[config.mk]
export PLATFORM = sky130hd
export DESIGN_NAME = dmem_arbiter
export DESIGN_NICKNAME = d
export VERILOG_FILES = /design/src/rtl/dmem_pkg.sv /design/src/rtl/rr_pick2.sv /design/src/rtl/dmem_arbiter.sv
export SDC_FILE = /design/constraint.sdc
export NUM_CORES = 1
export LEC_CHECK = 0
export ABC_AREA = 0
export CORE_UTILIZATION = 26
export DETAILED_ROUTE_END_ITERATION = 10
export GPL_ROUTABILITY_DRIVEN = 0
export PLACE_DENSITY = 0.91
export SLEW_MARGIN = 20
export SYNTH_ARGS = -nofsm -noshare
export SYNTH_HDL_FRONTEND = slang
export SYNTH_SLANG_ARGS = --single-unit
[constraint.sdc]
create_clock -name clk -period 3 [get_ports clk]
set_clock_uncertainty 0.05 [all_clocks]
set_input_delay 0.6 -clock clk [delete_from_list [all_inputs] [get_ports clk]]
set_output_delay 0.6 -clock clk [all_outputs]
set_load 0.005 [all_outputs]
[src/rtl/dmem_pkg.sv]
// Shared types and constants for the data-memory arbiter.
package dmem_pkg;

    localparam int unsigned ADDR_W_DEF = 16;
    localparam int unsigned DATA_W_DEF = 16;

    typedef enum logic [1:0] {
        ST_IDLE  = 2'b00,
        ST_OWN_A = 2'b01,
        ST_OWN_B = 2'b10
    } state_e;

    localparam logic [1:0] OWN_NONE = 2'b00;
    localparam logic [1:0] OWN_A    = 2'b01;
    localparam logic [1:0] OWN_B    = 2'b10;

    // Encoding of the last-granted port
    localparam logic RR_A = 1'b0;
    localparam logic RR_B = 1'b1;

endpackage

[src/rtl/rr_pick2.sv]
// Two-way picker: round-robin on ties, or A-first when FIXED_PRIO is set.
module rr_pick2
    import dmem_pkg::*;
#(
    parameter bit FIXED_PRIO = 1'b0
) (
    input  logic req_a,
    input  logic req_b,
    input  logic rr_last,
    output logic grant_a,
    output logic grant_b
);

    assign grant_a = req_a & (~req_b | FIXED_PRIO | (rr_last == RR_B));
    assign grant_b = req_b & ~grant_a;

endmodule

[src/rtl/dmem_arbiter.sv]
// Shares the single-port data memory between port A (CPU) and port B (loader DMA).
module dmem_arbiter
    import dmem_pkg::*;
#(
    parameter int unsigned ADDR_W     = ADDR_W_DEF,
    parameter int unsigned DATA_W     = DATA_W_DEF,
    parameter int unsigned MAX_BURST  = 4,
    parameter bit          FIXED_PRIO = 1'b0
) (
    input  logic              clk,
    input  logic              rst,
    input  logic              a_req,
    input  logic              a_we,
    input  logic              a_lock,
    input  logic [ADDR_W-1:0] a_addr,
    input  logic [DATA_W-1:0] a_wdata,
    output logic              a_ack,
    output logic [DATA_W-1:0] a_rdata,
    input  logic              b_req,
    input  logic              b_we,
    input  logic              b_lock,
    input  logic [ADDR_W-1:0] b_addr,
    input  logic [DATA_W-1:0] b_wdata,
    output logic              b_ack,
    output logic [DATA_W-1:0] b_rdata,
    output logic              mem_wr_en,
    output logic [ADDR_W-1:0] mem_addr,
    output logic [DATA_W-1:0] mem_data_in,
    input  logic [DATA_W-1:0] mem_data_out,
    output logic [1:0]        owner
);

    localparam int unsigned          BURST_W    = $clog2(MAX_BURST) + 1;
    localparam logic [BURST_W-1:0]   BURST_LAST = BURST_W'(MAX_BURST - 1);

    state_e             state;
    logic [BURST_W-1:0] burst_cnt;
    logic               rr_last;
    logic               grant_a;
    logic               grant_b;
    logic               cur_req;
    logic               cur_lock;
    logic               other_req;
    logic               do_release;

    rr_pick2 #(
        .FIXED_PRIO (FIXED_PRIO)
    ) u_pick (
        .req_a   (a_req),
        .req_b   (b_req),
        .rr_last (rr_last),
        .grant_a (grant_a),
        .grant_b (grant_b)
    );

    // Owner-relative view of the request lines
    always_comb begin
        cur_req   = 1'b0;
        cur_lock  = 1'b0;
        other_req = 1'b0;
        case (state)
            ST_OWN_A: begin
                cur_req   = a_req;
                cur_lock  = a_lock;
                other_req = b_req;
            end
            ST_OWN_B: begin
                cur_req   = b_req;
                cur_lock  = b_lock;
                other_req = a_req;
            end
            default: ;
        endcase
        do_release = (state != ST_IDLE) &&
                     (!cur_req || !cur_lock || (burst_cnt == BURST_LAST));
    end

    always_ff @(posedge clk or negedge rst) begin
        if (!rst) begin
            state     <= ST_IDLE;
            burst_cnt <= '0;
            rr_last   <= RR_B;
        end else begin
            case (state)
                ST_IDLE: begin
                    if (grant_a)      state <= ST_OWN_A;
                    else if (grant_b) state <= ST_OWN_B;
                end
                ST_OWN_A, ST_OWN_B: begin
                    if (do_release) begin
                        burst_cnt <= '0;
                        rr_last   <= (state == ST_OWN_B) ? RR_B : RR_A;
                        // Hand over directly when the other port is already waiting
                        if (other_req) state <= (state == ST_OWN_A) ? ST_OWN_B : ST_OWN_A;
                        else           state <= ST_IDLE;
                    end else begin
                        burst_cnt <= burst_cnt + BURST_W'(1);
                    end
                end
                default: state <= ST_IDLE;
            endcase
        end
    end

    // Memory and handshake muxing follows the registered owner
    always_comb begin
        a_ack       = 1'b0;
        b_ack       = 1'b0;
        a_rdata     = '0;
        b_rdata     = '0;
        mem_wr_en   = 1'b0;
        mem_addr    = '0;
        mem_data_in = '0;
        owner       = OWN_NONE;
        case (state)
            ST_OWN_A: begin
                owner       = OWN_A;
                mem_addr    = a_addr;
                mem_data_in = a_wdata;
                mem_wr_en   = a_req & a_we;
                a_ack       = a_req;
                a_rdata     = mem_data_out;
            end
            ST_OWN_B: begin
                owner       = OWN_B;
                mem_addr    = b_addr;
                mem_data_in = b_wdata;
                mem_wr_en   = b_req & b_we;
                b_ack       = b_req;
                b_rdata     = mem_data_out;
            end
            default: ;
        endcase
    end

endmodule

Word level (Yosys, flattened, before mapping)
Cells that the tools add are included.
{ "totals": {"regBits": 6, "inputBits": 88, "out_inout_bits": 69, "word_cells": 45} }
{ "op_classes": {"n_addsub": 1, "eq_ne": 5, "mux": 19, "bitwise": 7, "reduce_logical": 10} }
{ "op_table": {"columns": ["cell", "count"], "rows": [
  ["one-hot mux 16 bit (2 select lines)", 2],
  ["two-way mux 16 bit", 2],
  ["two-way mux 2 bit", 5],
  ["one-hot mux 1 bit (2 select lines)", 4],
  ["one-hot mux 2 bit (2 select lines)", 2],
  ["bitwise AND 1 bit", 4],
  ["AND reduction 2 bit", 2],
  ["adder 3 x 1 -> 3 bit (second input constant)", 1],
  ["== test 3 x 2 -> 1 bit (second input constant)", 1],
  ["two-way mux 1 bit", 3],
  ["two-way mux 3 bit", 1],
  ["inequality test 3 x 2 -> 1 bit (second input constant)", 1],
  ["== test 2 x 1 -> 1 bit (second input constant)", 1],
  ["== test 2 bit (second input constant)", 1],
  ["zero test 1 bit", 2],
  ["zero test 2 bit", 1],
  ["logical OR 1 bit", 2],
  ["inequality test 2 bit (second input constant)", 1],
  ["NOT 1 bit", 2],
  ["nonzero test 2 bit", 1],
  ["OR reduction 2 bit", 1],
  ["logical AND 1 bit", 1],
  ["OR 1 bit", 1]
]} }

Longest topological paths before layout
Gate-level depths: netlist (run 1).
{ "logic_depth": {"depth_word": 8, "ltp_mapped": 7, "mapped_depth_nobuf": 6} }

Modules after synthesis
Synthesis (run 1) repeated with hierarchy kept, for this count alone.
{ "unflattened": {"cells_unflattened": 163, "area_unflattened_um2": 1209.9} }
{ "by_module_without_submodules": {"columns": ["module", "n_inst", "cells_each", "area_each_um2", "seq_area_each_um2"], "rows": [
  ["dmem_arbiter", 1, 160, 1191.1, 151.4],
  ["rr_pick2", 1, 3, 18.8, 0.0]
]} }

Worst setup path after synthesis (run 1)
Ideal clock, no wire load.
{ "synth_path": {"path_kind": "reg2out", "from": "register state[1]", "to": "output port mem_data_in[10]", "arrival_time_ns": 1.442, "t_required_ns": 2.350, "path_slack_ns": 0.908, "stages_incl_launch_ff": 8, "path_buffers": 3, "cell_sequence": "dfrtp_1 inv_1 ha_1 buf_2 buf_2 buf_1 a22oi_1 nor2_1"} }
{ "synth_via": {"elab_chain_cells": 2, "elab_cells_between_ends": 3, "classes_between": "2 x eq/ne; 1 x mux"} }
{ "synth_rtl": {"columns": ["element", "line", "rtl"], "rows": [
  ["start: declaration", "dmem_arbiter.sv:36", "state_e state;"],
  ["start signal: assignment", "dmem_arbiter.sv:94", "if (other_req) state <= (state == ST_OWN_A) ? ST_OWN_B : ST_OWN_A;"],
  ["== test 2 bit or == test 2 x 1 -> 1 bit (tied branches)", "dmem_arbiter.sv:115", "case (state)"],
  ["one-hot mux 16 bit (2 select lines) *", "dmem_arbiter.sv:115", null],
  ["end: declaration", "dmem_arbiter.sv:28", "output logic [DATA_W-1:0] mem_data_in,"]
]} }
Every way passes the cells marked *; elsewhere a longest branch is shown, timed or not.

Worst setup path after layout (run 1)
{ "layout_path": {"from": "register state[0]", "to": "output port mem_addr[3]"} }
{ "layout_via": {"elab_chain_cells": 2, "elab_cells_between_ends": 3, "classes_between": "2 x eq/ne; 1 x mux"} }
{ "layout_rtl": {"columns": ["element", "line", "rtl"], "rows": [
  ["== test 2 bit or == test 2 x 1 -> 1 bit (tied branches)", "dmem_arbiter.sv:115", null],
  ["one-hot mux 16 bit (2 select lines) *", "dmem_arbiter.sv:115", null],
  ["end: declaration", "dmem_arbiter.sv:27", "output logic [ADDR_W-1:0] mem_addr,"]
]} }
Marked as above.

==> impl_metrics.json, run 1 <==
{
  "vias_per_cell": 4.797,
  "synth_seq_cells": 6,
  "crit_path_end": "mem_addr[3]",
  "synthTopCellsByArea": "a22oi_1 23%, and2_1 19%, dfrtp_1 11%",
  "cts_root_buf": "clkbuf_8",
  "power_density_nw_per_um2": 623.1,
  "ys_warn_count": 0,
  "worstMarginPinSlew_ns": 0.3620,
  "netlist_instances": 161,
  "firstDrtPassIters": 5,
  "cts_num_sinks": 6,
  "placed_area_um2": 2685,
  "layout_commonest_cell": "clkdlybuf4s50_1",
  "leakage_uw": 0.001042,
  "clk_pin_slew_ns": 0.04,
  "critPathKind": "flop to primary output",
  "crit_fanout": 37,
  "clock_path_buffers": 2,
  "max_freq_mhz": 349.3,
  "fin_tns_setup_ns": 0,
  "period_needed_ns": 2.863,
  "outcome": "finished clean",
  "postCtsHoldBufs": 0,
  "ir_worst_vdd_v": 0.0006751,
  "slew_headroom_pct": 75.87,
  "fillers": 353,
  "fin_area_um2": 2736,
  "cts_buffers": 3,
  "worstSetupEndpointType": "primary output",
  "grt_max_degree": 38,
  "cts_htree_levels": 1,
  "die_x_um": 67,
  "hold_viol_final": 0,
  "rrSetupSlack_ns": 0.69,
  "fp.coreArea_um2": 4029,
  "cp-start-kind": "flop",
  "dr.first_iter.drc_count": 44,
  "ff_latch_area_um2": 151.4,
  "startpoint": "state[0]$_DFFE_PN0P_",
  "yosysUniqueCellTypes": 27,
  "path_cells": "inv_1 > ha_1 > inv_4 > nor2_1 > clkdlybuf4s50_1",
  "antenna_found_initial": 0,
  "cp.required_ns": 2.35,
  "start_util_pct": 27.27,
  "totalWireLength_um": 4967,
  "max_cap_violations": 0,
  "dpl.hpwl_um": 4088,
  "seqPwrFrac_pct": 8.5,
  "synth.net_count": 257,
  "tritoncts": "done",
  "period_share_pct": 95.43,
  "grt_overflow": 0,
  "ys_seq_area_share_pct": 13.78,
  "fin_util_pct": 67.92,
  "use_met1_pct": 21.95,
  "busiest_layer": "met2",
  "fin_cells": 359,
  "wire_per_inst_um": 13.84,
  "grt_use_total_pct": 20.88,
  "slowest_stage": "clkdlybuf4s50_1",
  "rr_worst_depth": 6,
  "yosysTopAreaCell": "a22oi_1",
  "p_sw_share_pct": 41.01,
  "arrival_ns": 2.21,
  "nets": 406,
  "avgSynthCellArea_um2": 6.823,
  "vias": 1722,
  "finalSetupViolCount": 0,
  "use_met3_pct": 3.425,
  "multi_input_area_um2": 857.1,
  "synth_top_area_share_pct": 23.23,
  "pin_count": 157,
  "drive_above_1_share_pct": 3.883,
  "antenna_left": 0,
  "drc": 0,
  "clkLatencyLatePin_ns": 0.22,
  "p_total_uw": 1705,
  "port_buffers": 156,
  "synth_area_um2": 1099,
  "power_frac_comb_pct": 84.1,
  "gr-usage-met2_pct": 40.38,
  "r2r-start": "state[0]$_DFFE_PN0P_",
  "p_int_uw": 1006,
  "p_sw_uw": 699.2,
  "p_clk_share_pct": 7.4,
  "dp_cells": 355,
  "drv_slew": 0,
  "rows": 23,
  "post-cts-setup-buffers": 0,
  "grt_pass1_vias": 1569,
  "r2r_end": "rr_last$_DFFE_PN1P_",
  "final_cell_mix": "156 x clkdlybuf4s50_1, 34 x a22oi_1, 34 x and2_1, 33 x nor2_1, 8 x ha_1",
  "area_delta_synth_final_pct": 149.1,
  "min_path_type": "flop to flop",
  "grt_pass1_wl_um": 7148,
  "critPathMaxStageDelay_ns": 0.53,
  "dieArea_um2": 4489,
  "die-height_um": 67,
  "grt_setup_unrepaired": "false",
  "cts_resized": 0,
  "diodes": 0
}
-- flip-flops by register name, indices dropped and copies added, names as in the netlist --
| signal | count |
|---|---|
| burst_cnt | 3 |
| state | 2 |
| rr_last | 1 |
-- cell usage after synthesis, drive strengths merged --
library cell and count:
nor4 1, buf 5, dfstp 1, dfrtp 5, nor2b 2, o22ai 1
a22oi 34, inv 6, o2bb2ai 1, a21o 1, nor2 33, nand2 4
clkbuf 11, a21oi 3, o21ai 2, nand2b 1, nand3 1, mux2 4
o31ai 1, nand4b 1, ha 8, and2 34, o41a 1
-- per-layer routing --
layer / part of all wire (%) / vias up
met3: 8.5 / 10
met2: 51 / 88
met5: 0 / -
met1: 39 / 766
met4: 2.0 / 0
li1: - / 858
-- power by group through the flow --
stage,clock network (uW),registers (uW),logic [uW]
after global placement,0,142,1410
after global routing,133,150,1570
after CTS,131,144,1440
after floorplan,0,139,706
final,127,144,1430
after detailed placement,0,145,1440
-- worst max-delay path: cells and delay by family, from the launching register on --
kind | cells | cell delay, ns
buffers and inverters | 3 | 0.85
adder cells (fa/ha/maj) | 1 | 0.49
flip-flops | 1 | 0.42
AND/OR/NAND/NOR | 1 | 0.22
-- how the worst min path moves through the flow --
stage | from | slack (ns) | depth (start not counted) | to
5_1_grt | burst_cnt[1]$_DFFE_PN0P_ | 0.47 | 1 | burst_cnt[1]$_DFFE_PN0P_
3_5_place_dp | burst_cnt[1]$_DFFE_PN0P_ | 0.43 | 1 | burst_cnt[1]$_DFFE_PN0P_
2_1_floorplan | rst | 0.25 | 0 | burst_cnt[0]$_DFFE_PN0P_
4_1_cts | burst_cnt[1]$_DFFE_PN0P_ | 0.44 | 1 | burst_cnt[1]$_DFFE_PN0P_
6_report | burst_cnt[1]$_DFFE_PN0P_ | 0.44 | 1 | burst_cnt[1]$_DFFE_PN0P_
3_3_place_gp | burst_cnt[1]$_DFFE_PN0P_ | 0.43 | 1 | burst_cnt[1]$_DFFE_PN0P_
-- kinds of logic after synthesis --
logic type                 count (synthesis)  synth area share (%)
and+or+nand+nor                           77                 35.53
AOI/OAI and AO/OA                         44                 29.27
buffers and inverters                     22                 8.200
adders and majority gates                  8                 9.112
DFF                                        6                 13.78
muxes                                      4                 4.100
-- through the flow --
| step | setup WS [ns] | hold slack, ns |
|---|---|---|
| after detailed placement | 0.2569 | 0.4346 |
| after global placement | 0.3231 | 0.4290 |
| after floorplan | 0.9077 | 0.2544 |
| after global routing | 0.008068 | 0.4721 |
| final | 0.1370 | 0.4390 |
| after CTS | 0.01990 | 0.4424 |
-- final cells by class --
cell class | instances | share of cell area [%]
clock buffers | 4 | 1.646
repair buffers | 160 | 58.30
flip-flops and latches | 6 | 5.533
well taps | 50 | 2.286
multi-input cells | 133 | 31.32
inverters | 6 | 0.9145
Power figures use the tool's default switching activity.
==> run 2: changes to the inputs <==
--- a/config.mk
+++ b/config.mk
@@ -6,10 +6,11 @@
 export NUM_CORES = 1
 export LEC_CHECK = 0
 export ABC_AREA = 0
-export CORE_UTILIZATION = 26
+export CORE_UTILIZATION = 24
+export CTS_CLUSTER_SIZE = 30
 export DETAILED_ROUTE_END_ITERATION = 10
 export GPL_ROUTABILITY_DRIVEN = 0
-export PLACE_DENSITY = 0.91
+export PLACE_DENSITY = 0.85
 export SLEW_MARGIN = 20
 export SYNTH_ARGS = -nofsm -noshare
 export SYNTH_HDL_FRONTEND = slang
==> constraint.sdc (replaced) <==
create_clock -name clk -period 3.1 [get_ports clk]
set_clock_uncertainty 0.05 [all_clocks]
set_input_delay 0.62 -clock clk [delete_from_list [all_inputs] [get_ports clk]]
set_output_delay 0.62 -clock clk [all_outputs]
set_load 0.005 [all_outputs]
==> run 2 against run 1 <==
  * Final cell count up 0.84%
  * Largest power group unchanged
  * Clock power about the same
  * Combinational power fell by 3%
  * Highest routed layer unchanged
  * First-iteration DRC count increased by 52%
  * Core utilization is 5.4 points lower
  * Hold slack improved by 0.033 ns
==> impl_metrics.json, run 2 (synthesized netlist as in run 1, its figures left out) <==
{
  "cts_htree_levels": 1,
  "final_cell_mix": "156 x clkdlybuf4s50_1, 34 x a22oi_1, 34 x and2_1, 33 x nor2_1, 8 x ha_1",
  "period_share_pct": 93.14,
  "min_path_type": "flop to flop",
  "dieArea_um2": 4852,
  "p_clk_share_pct": 7.7,
  "max_cap_violations": 0,
  "p_total_uw": 1644,
  "p_sw_uw": 668.2,
  "vias": 1745,
  "power_frac_comb_pct": 83.7,
  "hold_viol_final": 0,
  "cp.required_ns": 2.43,
  "tritoncts": "done",
  "period_needed_ns": 2.887,
  "finalSetupViolCount": 0,
  "antenna_found_initial": 0,
  "worstMarginPinSlew_ns": 0.3578,
  "largest_reg_flops": 3,
  "max_freq_mhz": 346.3,
  "drive_above_1_share_pct": 4.194,
  "slew_headroom_pct": 76.15,
  "wire_per_inst_um": 13.36,
  "worstSetupEndpointType": "primary output",
  "clkLatencyLatePin_ns": 0.23,
  "fp.coreArea_um2": 4384,
  "area_delta_synth_final_pct": 149.7,
  "crit_fanout": 22,
  "power_density_nw_per_um2": 599.3,
  "nets": 407,
  "cts_num_sinks": 6,
  "seqPwrFrac_pct": 8.6,
  "leakage_uw": 0.001046,
  "p_sw_share_pct": 40.65,
  "clk_pin_slew_ns": 0.04,
  "grt_setup_unrepaired": "false",
  "cts_buffers": 3,
  "start_util_pct": 25.06,
  "grt_pass1_vias": 1655,
  "drv_slew": 0,
  "p_int_uw": 975.5,
  "layout_commonest_cell": "clkdlybuf4s50_1",
  "dp_slack_ns": 0.3810,
  "grt_overflow": 0,
  "port_buffers": 156,
  "totalWireLength_um": 4835,
  "grt_use_total_pct": 18.79,
  "grt_pass1_wl_um": 7638,
  "ir_worst_vdd_v": 0.0004837,
  "dr.first_iter.drc_count": 67,
  "cp-start-kind": "flop",
  "regMostFlops": "burst_cnt",
  "post-cts-setup-buffers": 0,
  "clock_path_buffers": 2,
  "pin_count": 157,
  "biggestRegsByFlops": "burst_cnt: 3 flops, state: 2 flops, rr_last: 1 flops",
  "diodes": 0,
  "firstDrtPassIters": 5,
  "rows": 24,
  "die_x_um": 69.66,
  "outcome": "finished clean",
  "setup_ws_ns": 0.2127,
  "antenna_left": 0,
  "critPathKind": "flop to primary output",
  "dpl.hpwl_um": 3885,
  "arrival_ns": 2.22,
  "die-height_um": 69.66,
  "grt_max_degree": 38,
  "fin_tns_setup_ns": 0,
  "cts_root_buf": "clkbuf_8",
  "drc": 0,
  "vias_per_cell": 4.820
}
==> run 2: cell count changes in the layout (fill, tap and decap cells not counted), sizes merged <==
cell / change
buf: +1
==> run 2: what timing repair did <==
| action | in CTS | in global routing |
|---|---|---|
| hold buffers | 0 | 0 |
| endpoints found under the setup margin | 0 | 1 |
| hold endpoints to repair | 0 | 0 |
| resized for setup | 0 | 2 |
==> run 2: worst max-delay path: stages, from the launching register on <==
cell,delay (ns)
dfrtp_1,0.42
inv_1,0.12
ha_1,0.37
buf_4,0.30
a22oi_1,0.12
nor2_1,0.11
clkdlybuf4s50_1,0.54
==> run 2: area by class of cell <==
cell class	count	area, um2
clock buffer	4	45.04
fill	391	1642
inverter	6	25.02
multi-input combinational	133	857.1
sequential	6	151.4
tap	52	65.06
timing repair buffer	161	1599
==> run 2: layer usage <==
metal	GRT usage (%)	vias to the layer above	routed length [um]
li1	-	864	-
met1	22.23	776	1905
met2	34.84	100	2446
met3	3.634	5	433
met4	4.000	0	49
met5	0	-	0
==> run 2: worst paths after layout <==
kind / endpoint / slack, ns / depth (start not counted) / startpoint
max in group asynchronous: rr_last$_DFFE_PN1P_ / 2.13 / 1 / rst
max reg2reg: rr_last$_DFFE_PN1P_ / 0.74 / 7 / state[0]$_DFFE_PN0P_
max: mem_data_in[11] / 0.21 / 6 / state[0]$_DFFE_PN0P_
min: burst_cnt[1]$_DFFE_PN0P_ / 0.47 / 1 / burst_cnt[1]$_DFFE_PN0P_
min in group asynchronous: state[0]$_DFFE_PN0P_ / 0.59 / 1 / rst
min reg2reg: burst_cnt[1]$_DFFE_PN0P_ / 0.47 / 1 / burst_cnt[1]$_DFFE_PN0P_
==> run 2: through the flow <==
step / cells / hold WS [ns] / util, % / area [um2]
after global placement: 358 / 0.4319 / 61.47 / 2695
after floorplan: 161 / 0.2744 / - / 1099
after CTS: 362 / 0.4867 / 62.50 / 2740
after global routing: 362 / 0.5055 / 62.56 / 2743
final: 362 / 0.4723 / 62.56 / 2743
after detailed placement: 358 / 0.4477 / 61.47 / 2695
==> run 2: power by group through the flow <==
stage	registers, uW	logic [uW]	clock network (uW)
global placement	139	1370	0
finish	142	1380	126
CTS	142	1390	128
global route	148	1510	135
detailed placement	143	1380	0
floorplan	134	683	0
==> edit 1: new RTL, config.mk and constraints of run 2 <==
The parameter `MAX_BURST` goes from 4 to 8.
--- a/src/rtl/dmem_arbiter.sv
+++ b/src/rtl/dmem_arbiter.sv
@@ -4,7 +4,7 @@
 #(
     parameter int unsigned ADDR_W     = ADDR_W_DEF,
     parameter int unsigned DATA_W     = DATA_W_DEF,
-    parameter int unsigned MAX_BURST  = 4,
+    parameter int unsigned MAX_BURST  = 8,
     parameter bit          FIXED_PRIO = 1'b0
 ) (
     input  logic              clk,
Formal check against the unedited RTL: not equivalent (Yosys sat finds a counterexample within 10 cycles, from zero or initial values and one cycle with rst low).
==> edit 1 against run 2 <==
Worst hold slack improved by 0.030 ns. Setup slack improved by 0.062 ns. Total power grew 14%. Routed wire length up 9.8%. Critical path depth is 1 lower. Synthesized area rose by 17%. Cell area grew 7.7%. Sequential cell count up 1. Count of clock-buffer cells in the layout is the same.
==> edit 1: results <==
{
  "setup.worst_path.start": "state[1]$_DFFE_PN0P_",
  "fillers": 445,
  "dp.cells": 384,
  "firstDrtPassIters": 4,
  "p_leak_nw": 1.08,
  "clock_cell_area_share": 0.0152,
  "synth_cell_type_count": 32,
  "inverters": 4,
  "post_drt_wl_per_cell_um": 13.7,
  "min_path_cells": 2,
  "synth_fa_ha_area_frac": 0.0684,
  "buf_share": 0.546,
  "synth_fp_nets": 265,
  "reg2reg_slack_ns": 0.99,
  "post-place-ws_ns": 0.309,
  "syn_avg_cell_area_um2": 7.53,
  "dpl_cell_area_um2": 2910,
  "grt_first_pass_wirelength_mm": 7.15,
  "hpwlAfterDp_mm": 4.33,
  "seq_share": 0.0597,
  "final_nets": 414,
  "grtUsageTotal": 0.163,
  "synth-seq-area-share": 0.138,
  "via_per_inst": 4.59,
  "muxShareOfSynthArea": 0.0371,
  "reg_top3": "burst_cnt: 4 flops, state: 2 flops, rr_last: 1 flops",
  "drive_above_1_share": 0.0535,
  "netlist_top_cells_count": "34 x and2_1, 33 x nor2b_1, 32 x a22oi_1",
  "grt_pass1_vias": 1544,
  "synth_compound_area_frac": 0.283,
  "endpoint": "mem_wr_en",
  "multi_input_gates": 142,
  "worst_slew_pin_slew_ns": 0.321,
  "multi_input_comb_area_um2": 1020,
  "status": "complete, no violations",
  "design_area_um2": 2950,
  "holdWs_ns": 0.502,
  "worst-path-max-fanout": 39,
  "r2r-end": "state[1]$_DFFE_PN0P_",
  "cp.arrival_ns": 2.16,
  "vdd_drop_max_uv": 541,
  "period_needed_ns": 2.83,
  "core-area_um2": 5110,
  "drtIter0Drc": 39
}
[edit 1: changes by cell type after synthesis, sizes merged, moves of 2 or more]
cell           run 2  this run
a22o               0         2
a22oi             34        32
a31oi              0         2
inv                6         4
nand2              4         6
nand3              1         3
nand3b             0         2
nor2              33         2
nor2b              2        33
[edit 1: where the power goes]
group	total [mW]	internal, mW	leakage [nW]	switching (mW)
clock	0.129	0.0890	0.0228	0.0398
sequential	0.173	0.136	0.0875	0.0367
combinational	1.58	0.935	0.971	0.645
total	1.88	1.16	1.08	0.721
[edit 1: routing by layer]
layer / GRT usage / vias to the layer above / wire (um)
met5: 0 / - / 0
met4: 0.0252 / 0 / 18
met3: 0.0375 / 4 / 502
met2: 0.306 / 81 / 2730
met1: 0.192 / 806 / 2060
li1: - / 889 / -
[edit 1: tightest hold or removal path: cells and delay by family (launching register included)]
| family | cells | cell delay, ns |
|---|---|---|
| AO/OA/AOI/OAI | 1 | 0.07 |
| flip-flops | 1 | 0.38 |
| buffers and inverters | 1 | 0.06 |
==> edit 2: new RTL, config.mk and constraints of run 2 <==
Without the edit above. Re-encode `state_e` (3 states) as one-hot, 3 bits wide.
--- a/src/rtl/dmem_pkg.sv
+++ b/src/rtl/dmem_pkg.sv
@@ -4,10 +4,10 @@
     localparam int unsigned ADDR_W_DEF = 16;
     localparam int unsigned DATA_W_DEF = 16;
 
-    typedef enum logic [1:0] {
-        ST_IDLE  = 2'b00,
-        ST_OWN_A = 2'b01,
-        ST_OWN_B = 2'b10
+    typedef enum logic [2:0] {
+        ST_IDLE  = 3'b001,
+        ST_OWN_A = 3'b010,
+        ST_OWN_B = 3'b100
     } state_e;
 
     localparam logic [1:0] OWN_NONE = 2'b00;
Check against the original RTL: no difference found for any inputs over 10 cycles, from zero or initial values and one cycle with rst low; not proved beyond that.
==> edit 2 against run 2 <==
Cell area down 3.2%. Routed wire length up 1.8%. Critical path type is now in2out. Synthesized area down 6.5%. Synthesized cell count down 23%. Setup slack better by 0.064 ns. Utilization up 2.9 points. Sequential cell count up 1. Total power down 28%. Sequential share of layout area up 1.2 points. Global-route usage up 0.99 points.
==> edit 2: results <==
{
  "synth_fp_nets": 214,
  "path_delay_family": "buffers and inverters",
  "final_nets": 366,
  "reg_top3": "burst_cnt: 3 flops, state: 3 flops, rr_last: 1 flops",
  "grt_pass1_vias": 1454,
  "portBuffers": 156,
  "p_leak_nw": 1.02,
  "status": "complete, no violations",
  "grt_max_degree": 40,
  "worst-path-max-fanout": 5,
  "drtIter0Drc": 57,
  "wl_mm": 4.92,
  "synth_cell_type_count": 29,
  "ys_top_cells_by_area": "a22o_1 28%, and2_1 21%, dfrtp_1 12%",
  "reg2reg_from": "state[0]$_DFFE_PN1P_",
  "yosysWarnings": 0,
  "endpoint": "mem_wr_en",
  "slew_headroom": 0.760,
  "maxSlewViolCount": 0,
  "r2r-end": "state[1]$_DFFE_PN0P_",
  "pwr-share-comb": 0.719,
  "drive_above_1_share": 0.0436,
  "netlist_top_cells_count": "35 x and2_1, 33 x a22o_1, 8 x buf_2",
  "reg2reg_slack_ns": 1.45,
  "via_per_inst": 4.72,
  "hpwlAfterDp_mm": 4.14,
  "post-place-ws_ns": 0.273,
  "min_to": "burst_cnt[0]$_DFFE_PN0P_",
  "worst-r2r-cell-count": 4,
  "p_sw_frac": 0.340,
  "firstDrtPassIters": 4,
  "vdd_drop_max_uv": 351,
  "setup.worst_path.start": "a_req",
  "clk_pin_slew_ns": 0.04,
  "dpl_cell_area_um2": 2610,
  "cp.arrival_ns": 2.15,
  "grt_first_pass_wirelength_mm": 6.78,
  "min_from": "burst_cnt[0]$_DFFE_PN0P_",
  "clk_latency_ns": 0.23,
  "synth-seq-area-share": 0.173,
  "ys_async_sr_fraction": 1.00,
  "totalPowerFinal_mw": 1.18,
  "grtUsageTotal": 0.198,
  "num_antenna_cells": 0,
  "fmax_mhz": 354,
  "sequentialPower_uw": 204
}
edit 2: metrics by stage:
step	utilization	instances
finish	0.654	325
global route	0.654	325
CTS	0.654	325
detailed placement	0.643	321
global placement	0.643	321
floorplan	-	124
edit 2: kinds of logic (layout without fill, tap and decap cells):
group,count (synthesis),in the layout,share of synthesized area
flip-flops,7,7,0.173
adder cells (fa/ha/maj),2,2,0.0244
AND/OR/NAND/NOR,50,50,0.324
buffers and inverters,17,168,0.0840
AO/OA/AOI/OAI,45,45,0.367
XOR/XNOR,1,1,0.00853
multiplexers,2,2,0.0195
edit 2: metal layers:
layer  track usage  share of wire
met2         0.365           0.51
met4        0.0372         0.0043
met1         0.215           0.36
met5             0              0
met3        0.0709           0.12
edit 2: layout make-up:
cell class                      instances  area, um^2
Timing Repair Buffer                  160        1590
Fill cell                             359        1400
Multi-Input combinational cell        100         763
Sequential cell                         7         178
Tap cell                               50        62.6
Clock buffer                            4        45.0
Inverter                                4        15.0
